<file path="src/rtl/rr_grant_arbiter.sv">
// Round-robin grant arbiter for 16 requesters sharing one datapath.
// Optional hold-limit revocation is compiled in with `define ARB_TIMEOUT_EN.
module rr_grant_arbiter #(
  parameter int unsigned N        = 16,
  parameter int unsigned MAX_HOLD = 15
) (
  input  logic                 clk,
  input  logic                 rst_n,
  input  logic [N-1:0]         req,
  input  logic                 arb_en,
  output logic [N-1:0]         gnt,
  output logic [$clog2(N)-1:0] gnt_idx,
  output logic                 gnt_valid,
  output logic [$clog2(N)-1:0] ptr,
  output logic                 timeout
);

  localparam int unsigned IdxW = $clog2(N);

  typedef enum logic [1:0] {
    StIdle,
    StGrant,
    StGap
  } state_e;

  state_e          state_q, state_d;
  logic [N-1:0]    gnt_q, gnt_d;
  logic [IdxW-1:0] idx_q, idx_d;
  logic [IdxW-1:0] ptr_q, ptr_d;
  logic [IdxW-1:0] sel_idx;
  logic            sel_found;
  logic            owner_req;
  logic            hold_limit;

  assign owner_req = req[idx_q];

  // First set request searching upward from ptr_q, wrapping modulo N.
  always_comb begin
    sel_found = 1'b0;
    sel_idx   = '0;
    for (int unsigned i = 0; i < N; i++) begin
      if (!sel_found && req[ptr_q + IdxW'(i)]) begin
        sel_found = 1'b1;
        sel_idx   = ptr_q + IdxW'(i);
      end
    end
  end

`ifdef ARB_TIMEOUT_EN
  localparam int unsigned HoldW = (MAX_HOLD < 2) ? 1 : $clog2(MAX_HOLD + 1);

  logic [HoldW-1:0] hold_q, hold_d;
  logic             timeout_q, timeout_d;

  assign hold_limit = (hold_q == HoldW'(MAX_HOLD));

  // Counter restarts at zero on every new grant since it is cleared outside StGrant.
  always_comb begin
    hold_d    = (state_q == StGrant) ? hold_q + 1'b1 : '0;
    timeout_d = (state_q == StGrant) && owner_req && hold_limit;
  end

  always_ff @(posedge clk) begin
    if (!rst_n) begin
      hold_q    <= '0;
      timeout_q <= 1'b0;
    end else begin
      hold_q    <= hold_d;
      timeout_q <= timeout_d;
    end
  end

  assign timeout = timeout_q;
`else
  assign hold_limit = 1'b0;
  assign timeout    = 1'b0;
`endif

  always_comb begin
    state_d = state_q;
    gnt_d   = gnt_q;
    idx_d   = idx_q;
    ptr_d   = ptr_q;
    unique case (state_q)
      StIdle: begin
        if (arb_en && sel_found) begin
          state_d = StGrant;
          gnt_d   = {{(N-1){1'b0}}, 1'b1} << sel_idx;
          idx_d   = sel_idx;
        end
      end
      StGrant: begin
        // A revocation by the hold limit is handled exactly like a release.
        if (!owner_req || hold_limit) begin
          state_d = StGap;
          gnt_d   = '0;
          idx_d   = '0;
          ptr_d   = idx_q + 1'b1;
        end
      end
      StGap: begin
        state_d = StIdle;
      end
      default: begin
        state_d = StIdle;
        gnt_d   = '0;
        idx_d   = '0;
      end
    endcase
  end

  always_ff @(posedge clk) begin
    if (!rst_n) begin
      state_q <= StIdle;
      gnt_q   <= '0;
      idx_q   <= '0;
      ptr_q   <= '0;
    end else begin
      state_q <= state_d;
      gnt_q   <= gnt_d;
      idx_q   <= idx_d;
      ptr_q   <= ptr_d;
    end
  end

  assign gnt       = gnt_q;
  assign gnt_idx   = idx_q;
  assign gnt_valid = (state_q == StGrant);
  assign ptr       = ptr_q;

endmodule

</file>
<file path="config.mk">
export PLATFORM = sky130hd
export DESIGN_NAME = rr_grant_arbiter
export DESIGN_NICKNAME = d
export VERILOG_FILES = /design/src/rtl/rr_grant_arbiter.sv
export SDC_FILE = /design/constraint.sdc
export NUM_CORES = 1
export LEC_CHECK = 0
export ABC_AREA = 0
export BUFFER_PORTS_ARGS = -buffer_cell sky130_fd_sc_hd__buf_2
export CAP_MARGIN = 20
export CELL_PAD_IN_SITES_DETAIL_PLACEMENT = 0
export CELL_PAD_IN_SITES_GLOBAL_PLACEMENT = 1
export CORE_MARGIN = 2
export CORE_UTILIZATION = 24
export CTS_BUF_LIST = sky130_fd_sc_hd__clkbuf_8
export CTS_CLUSTER_SIZE = 10
export DETAILED_ROUTE_END_ITERATION = 10
export PLACE_DENSITY = 0.49
export SYNTH_ARGS = -nofsm -noshare
export SYNTH_HDL_FRONTEND = slang
export SYNTH_SLANG_ARGS = --single-unit
</file>
<file path="constraint.sdc">
create_clock -name clk -period 5.2 [get_ports clk]
set_input_delay 0.26 -clock clk [delete_from_list [all_inputs] [get_ports clk]]
set_output_delay 0.26 -clock clk [all_outputs]
set_load 0.01 [all_outputs]
</file>
==> flow_metrics.py <==
metrics = {
    "clock_network": {
        "cts_buffer_depth": 2,
        "cts.repair.resized": 0,
        "cts.sink_count": 26,
        "clkLatencyLatePin_ns": 0.27,
        "clkTransAtPathRegs_ns": 0.09,
        "cts-buffers-inserted": 3,
        "cts_tree": "built",
        "number_of_post_cts_setup_repair_buffers": 0,
        "cts_hold_buf": 0,
        "clock_tree.htree_level_count": 1,
        "clock_tree.root_cell": "sky130_fd_sc_hd__clkbuf_8",
    },
    "global_route": {
        "number_of_antenna_violations_at_the_first_check_in_global_routing": 0,
        "grt_pass1_vias": 3566,
        "grt_pass1_wl_um": 21000,
        "gr-total-overflow": 0,
        "track_usage": 0.165,
        "grt_max_degree": 39,
    },
    "final_layout": {
        "syn_to_final_growth_pct": 12.5,
        "final_core_utilization": 0.279,
        "final_layout_size_suffix_gt1_frac": 0.269,
        "layout.nets": 463,
        "diodes": 0,
        "finish.cell_count_without_fillers": 619,
    },
    "die": {
        "number_of_rows_created_at_floorplan": 44,
        "dieHeight_um": 127,
        "die_width_um": 127,
        "core_area_um2": 14600,
        "start_util": 0.248,
        "num_io_pins": 45,
        "die_area_um2": 16100,
    },
    "setup_path": {
        "top_cell_by_count_worst_path": "sky130_fd_sc_hd__a21oi_2",
        "cpLargestDelayFamily": "simple AND/OR/NAND/NOR gates",
        "cp.arrival_ns": 4.84,
        "slowest_cp_cell": "sky130_fd_sc_hd__and2_1",
        "critPathRequiredTime_ns": 5.39,
        "critical_path.startpoint_type": "flip-flop",
        "cpPeakStageDelay_ns": 0.54,
        "crit_path_cell_trace": "buf_4 -> ha_1 -> xnor2_1 -> mux2i_1 -> mux2_2 -> o2111a_1 -> and4_1 -> a21oi_2 -> a21oi_2 -> and2_1 -> nand2_1 -> o31ai_1",
        "crit_type": "reg2reg",
        "crit_fanout": 38,
        "crit_path_end_kind": "flip-flop",
        "worstPathBufferInverterCount": 1,
    },
    "placement": {
        "placement.setup.worst_slack_ns": 0.625,
        "routability_congestion_estimate": 0.914,
        "placedCellCount": 615,
        "detailed_place_hpwl_um": 10400,
        "numPortBuffers": 43,
    },
    "logic_synthesis": {
        "ys_top_cells_by_area": "sky130_fd_sc_hd__mux4_2 20%, sky130_fd_sc_hd__dfxtp_1 14%, sky130_fd_sc_hd__mux2i_1 5.8%",
        "top_cell_type_by_total_area_after_synthesis": "sky130_fd_sc_hd__mux4_2",
        "synth-seq-area-share": 0.143,
        "synth_enable_flop_cells": 0,
        "synth.lib_cells_used.distinct": 73,
        "post_synth.cell_area_avg_um2": 8.96,
        "ys_dominant_reg_cell": "sky130_fd_sc_hd__dfxtp_1",
        "synthesis.area_um2": 3630,
        "synth-seq-cells": 26,
        "most_frequent_cells_after_synthesis": "33 x sky130_fd_sc_hd__mux4_2, 31 x sky130_fd_sc_hd__nand2_1, 26 x sky130_fd_sc_hd__dfxtp_1, 26 x sky130_fd_sc_hd__nor2_1",
        "synth.most_common_cell": "sky130_fd_sc_hd__mux4_2",
        "syn_nets": 432,
        "yosysWarnings": 0,
        "yosysTopAreaCellShare": 0.205,
        "postSynth.asyncResetShare": 0,
        "synthesis.instances": 405,
    },
    "pwr": {
        "finalPower_uw": 1340,
        "vdd_drop_max_v": 0.000133,
        "power_density_nw_per_um2": 328,
        "leakage_uw": 0.00151,
    },
    "timing": {
        "setup-tns-final_ns": 0,
        "fin_crit_ns": 4.65,
        "drv_slew": 0,
        "final_min_period_over_clock_period": 0.894,
        "worst_slew_pin_slew_ns": 0.983,
        "finalSetupViolCount": 0,
        "hold_viol_final": 0,
        "pnr_worst_setup_slack_ns": 0.552,
        "grt_setup_unrepaired": "no",
        "fmax_ghz": 0.215,
        "worst_clock_skew_ns": 0.00340,
        "slew_headroom": 0.339,
    },
    "hold_path": {
        "hp-class": "in2reg",
    },
    "run_status": {
        "outcome": "complete, no violations",
    },
    "route": {
        "wl_um": 13500,
        "route.detailed.vias_per_inst": 5.85,
        "ant_nets": 0,
        "route.vias.total": 3624,
        "first_pass_iters": 5,
        "drcViolationCount": 0,
        "dr.first_iter.drc_count": 187,
        "wl_per_cell_um": 21.8,
    },
    "flow_run": {
        "drv.max_cap_violation_count": 0,
    },
}
==> power by group <==
group	internal [uW]	switching (uW)	total, uW
clock	103	64.7	168
combinational	351	580	931
sequential	217	22.6	239
total	671	667	1340
==> final timing paths <==
path / from / slack [ns] / cells after the start / to
max: ptr[0] / 0.55 / 12 / gnt[13]
min: rst_n / 0.32 / 2 / ptr[0]
min reg2reg: gnt[13] / 0.47 / 2 / gnt[13]
max reg2reg: ptr[0] / 0.55 / 12 / gnt[13]
==> metal layers <==
metal	share of wire	up-vias	track usage
met3	0.057	18	0.0214
met5	0	-	0
li1	-	1665	-
met1	0.45	1782	0.230
met4	0.019	0	0.0394
met2	0.48	159	0.274
==> layout by cell type, fill, tap and decap left out, types with 8 or more instances in the layout <==
cell | Yosys | layout
sky130_fd_sc_hd__dfxtp_1 | 26 | 25
sky130_fd_sc_hd__inv_1 | 10 | 10
sky130_fd_sc_hd__nand2_1 | 31 | 31
sky130_fd_sc_hd__and3_1 | 10 | 10
sky130_fd_sc_hd__buf_4 | 5 | 11
sky130_fd_sc_hd__buf_2 | 7 | 43
sky130_fd_sc_hd__xnor2_1 | 8 | 8
sky130_fd_sc_hd__nor2b_1 | 12 | 12
sky130_fd_sc_hd__a32o_1 | 15 | 15
sky130_fd_sc_hd__o22ai_1 | 9 | 9
sky130_fd_sc_hd__nand3_1 | 13 | 13
sky130_fd_sc_hd__mux4_2 | 33 | 33
sky130_fd_sc_hd__o21ai_0 | 14 | 14
sky130_fd_sc_hd__mux2_2 | 11 | 11
sky130_fd_sc_hd__ha_1 | 8 | 8
sky130_fd_sc_hd__nor2_1 | 26 | 26
sky130_fd_sc_hd__mux2i_1 | 21 | 21
sky130_fd_sc_hd__a21oi_1 | 21 | 21
==> worst register-to-register path, stage by stage (launching register included) <==
cell and delay, ns:
sky130_fd_sc_hd__dfxtp_2 0.34, sky130_fd_sc_hd__buf_4 0.45, sky130_fd_sc_hd__ha_1 0.53, sky130_fd_sc_hd__xnor2_1 0.40, sky130_fd_sc_hd__mux2i_1 0.46, sky130_fd_sc_hd__mux2_2 0.30, sky130_fd_sc_hd__o2111a_1 0.45, sky130_fd_sc_hd__and4_1 0.49
sky130_fd_sc_hd__a21oi_2 0.19, sky130_fd_sc_hd__a21oi_2 0.24, sky130_fd_sc_hd__and2_1 0.54, sky130_fd_sc_hd__nand2_1 0.11, sky130_fd_sc_hd__o31ai_1 0.08
==> area by class of cell <==
class,count,area (um^2)
clock buffer,3,41.3
clock inverter,1,30.0
fill,1574,10600
inverter,13,48.8
multi-input combinational,338,2910
sequential,26,522
tap,184,230
timing repair buffer,54,298
==> metrics by stage <==
stage	instance area [um^2]	hold slack, ns
after global placement	4010	0.448
after global routing	4080	0.313
after detailed placement	4010	0.454
after CTS	4080	0.305
after floorplan	3630	0.478
final	4080	0.317
==> flip-flops by register name, indices dropped and copies added (netlist names) <==
signal,count
ptr,4
gnt_idx,4
state_q,2
gnt,16
==> cells by family after synthesis <==
logic type / share of synthesized area
AND/OR/NAND/NOR: 0.192
AO/OA/AOI/OAI: 0.252
multiplexers: 0.297
buffers and inverters: 0.0541
flip-flops: 0.143
XOR/XNOR: 0.0334
adder cells (fa/ha/maj): 0.0276
other: 0.00103
(Power assumes the default switching activity.)
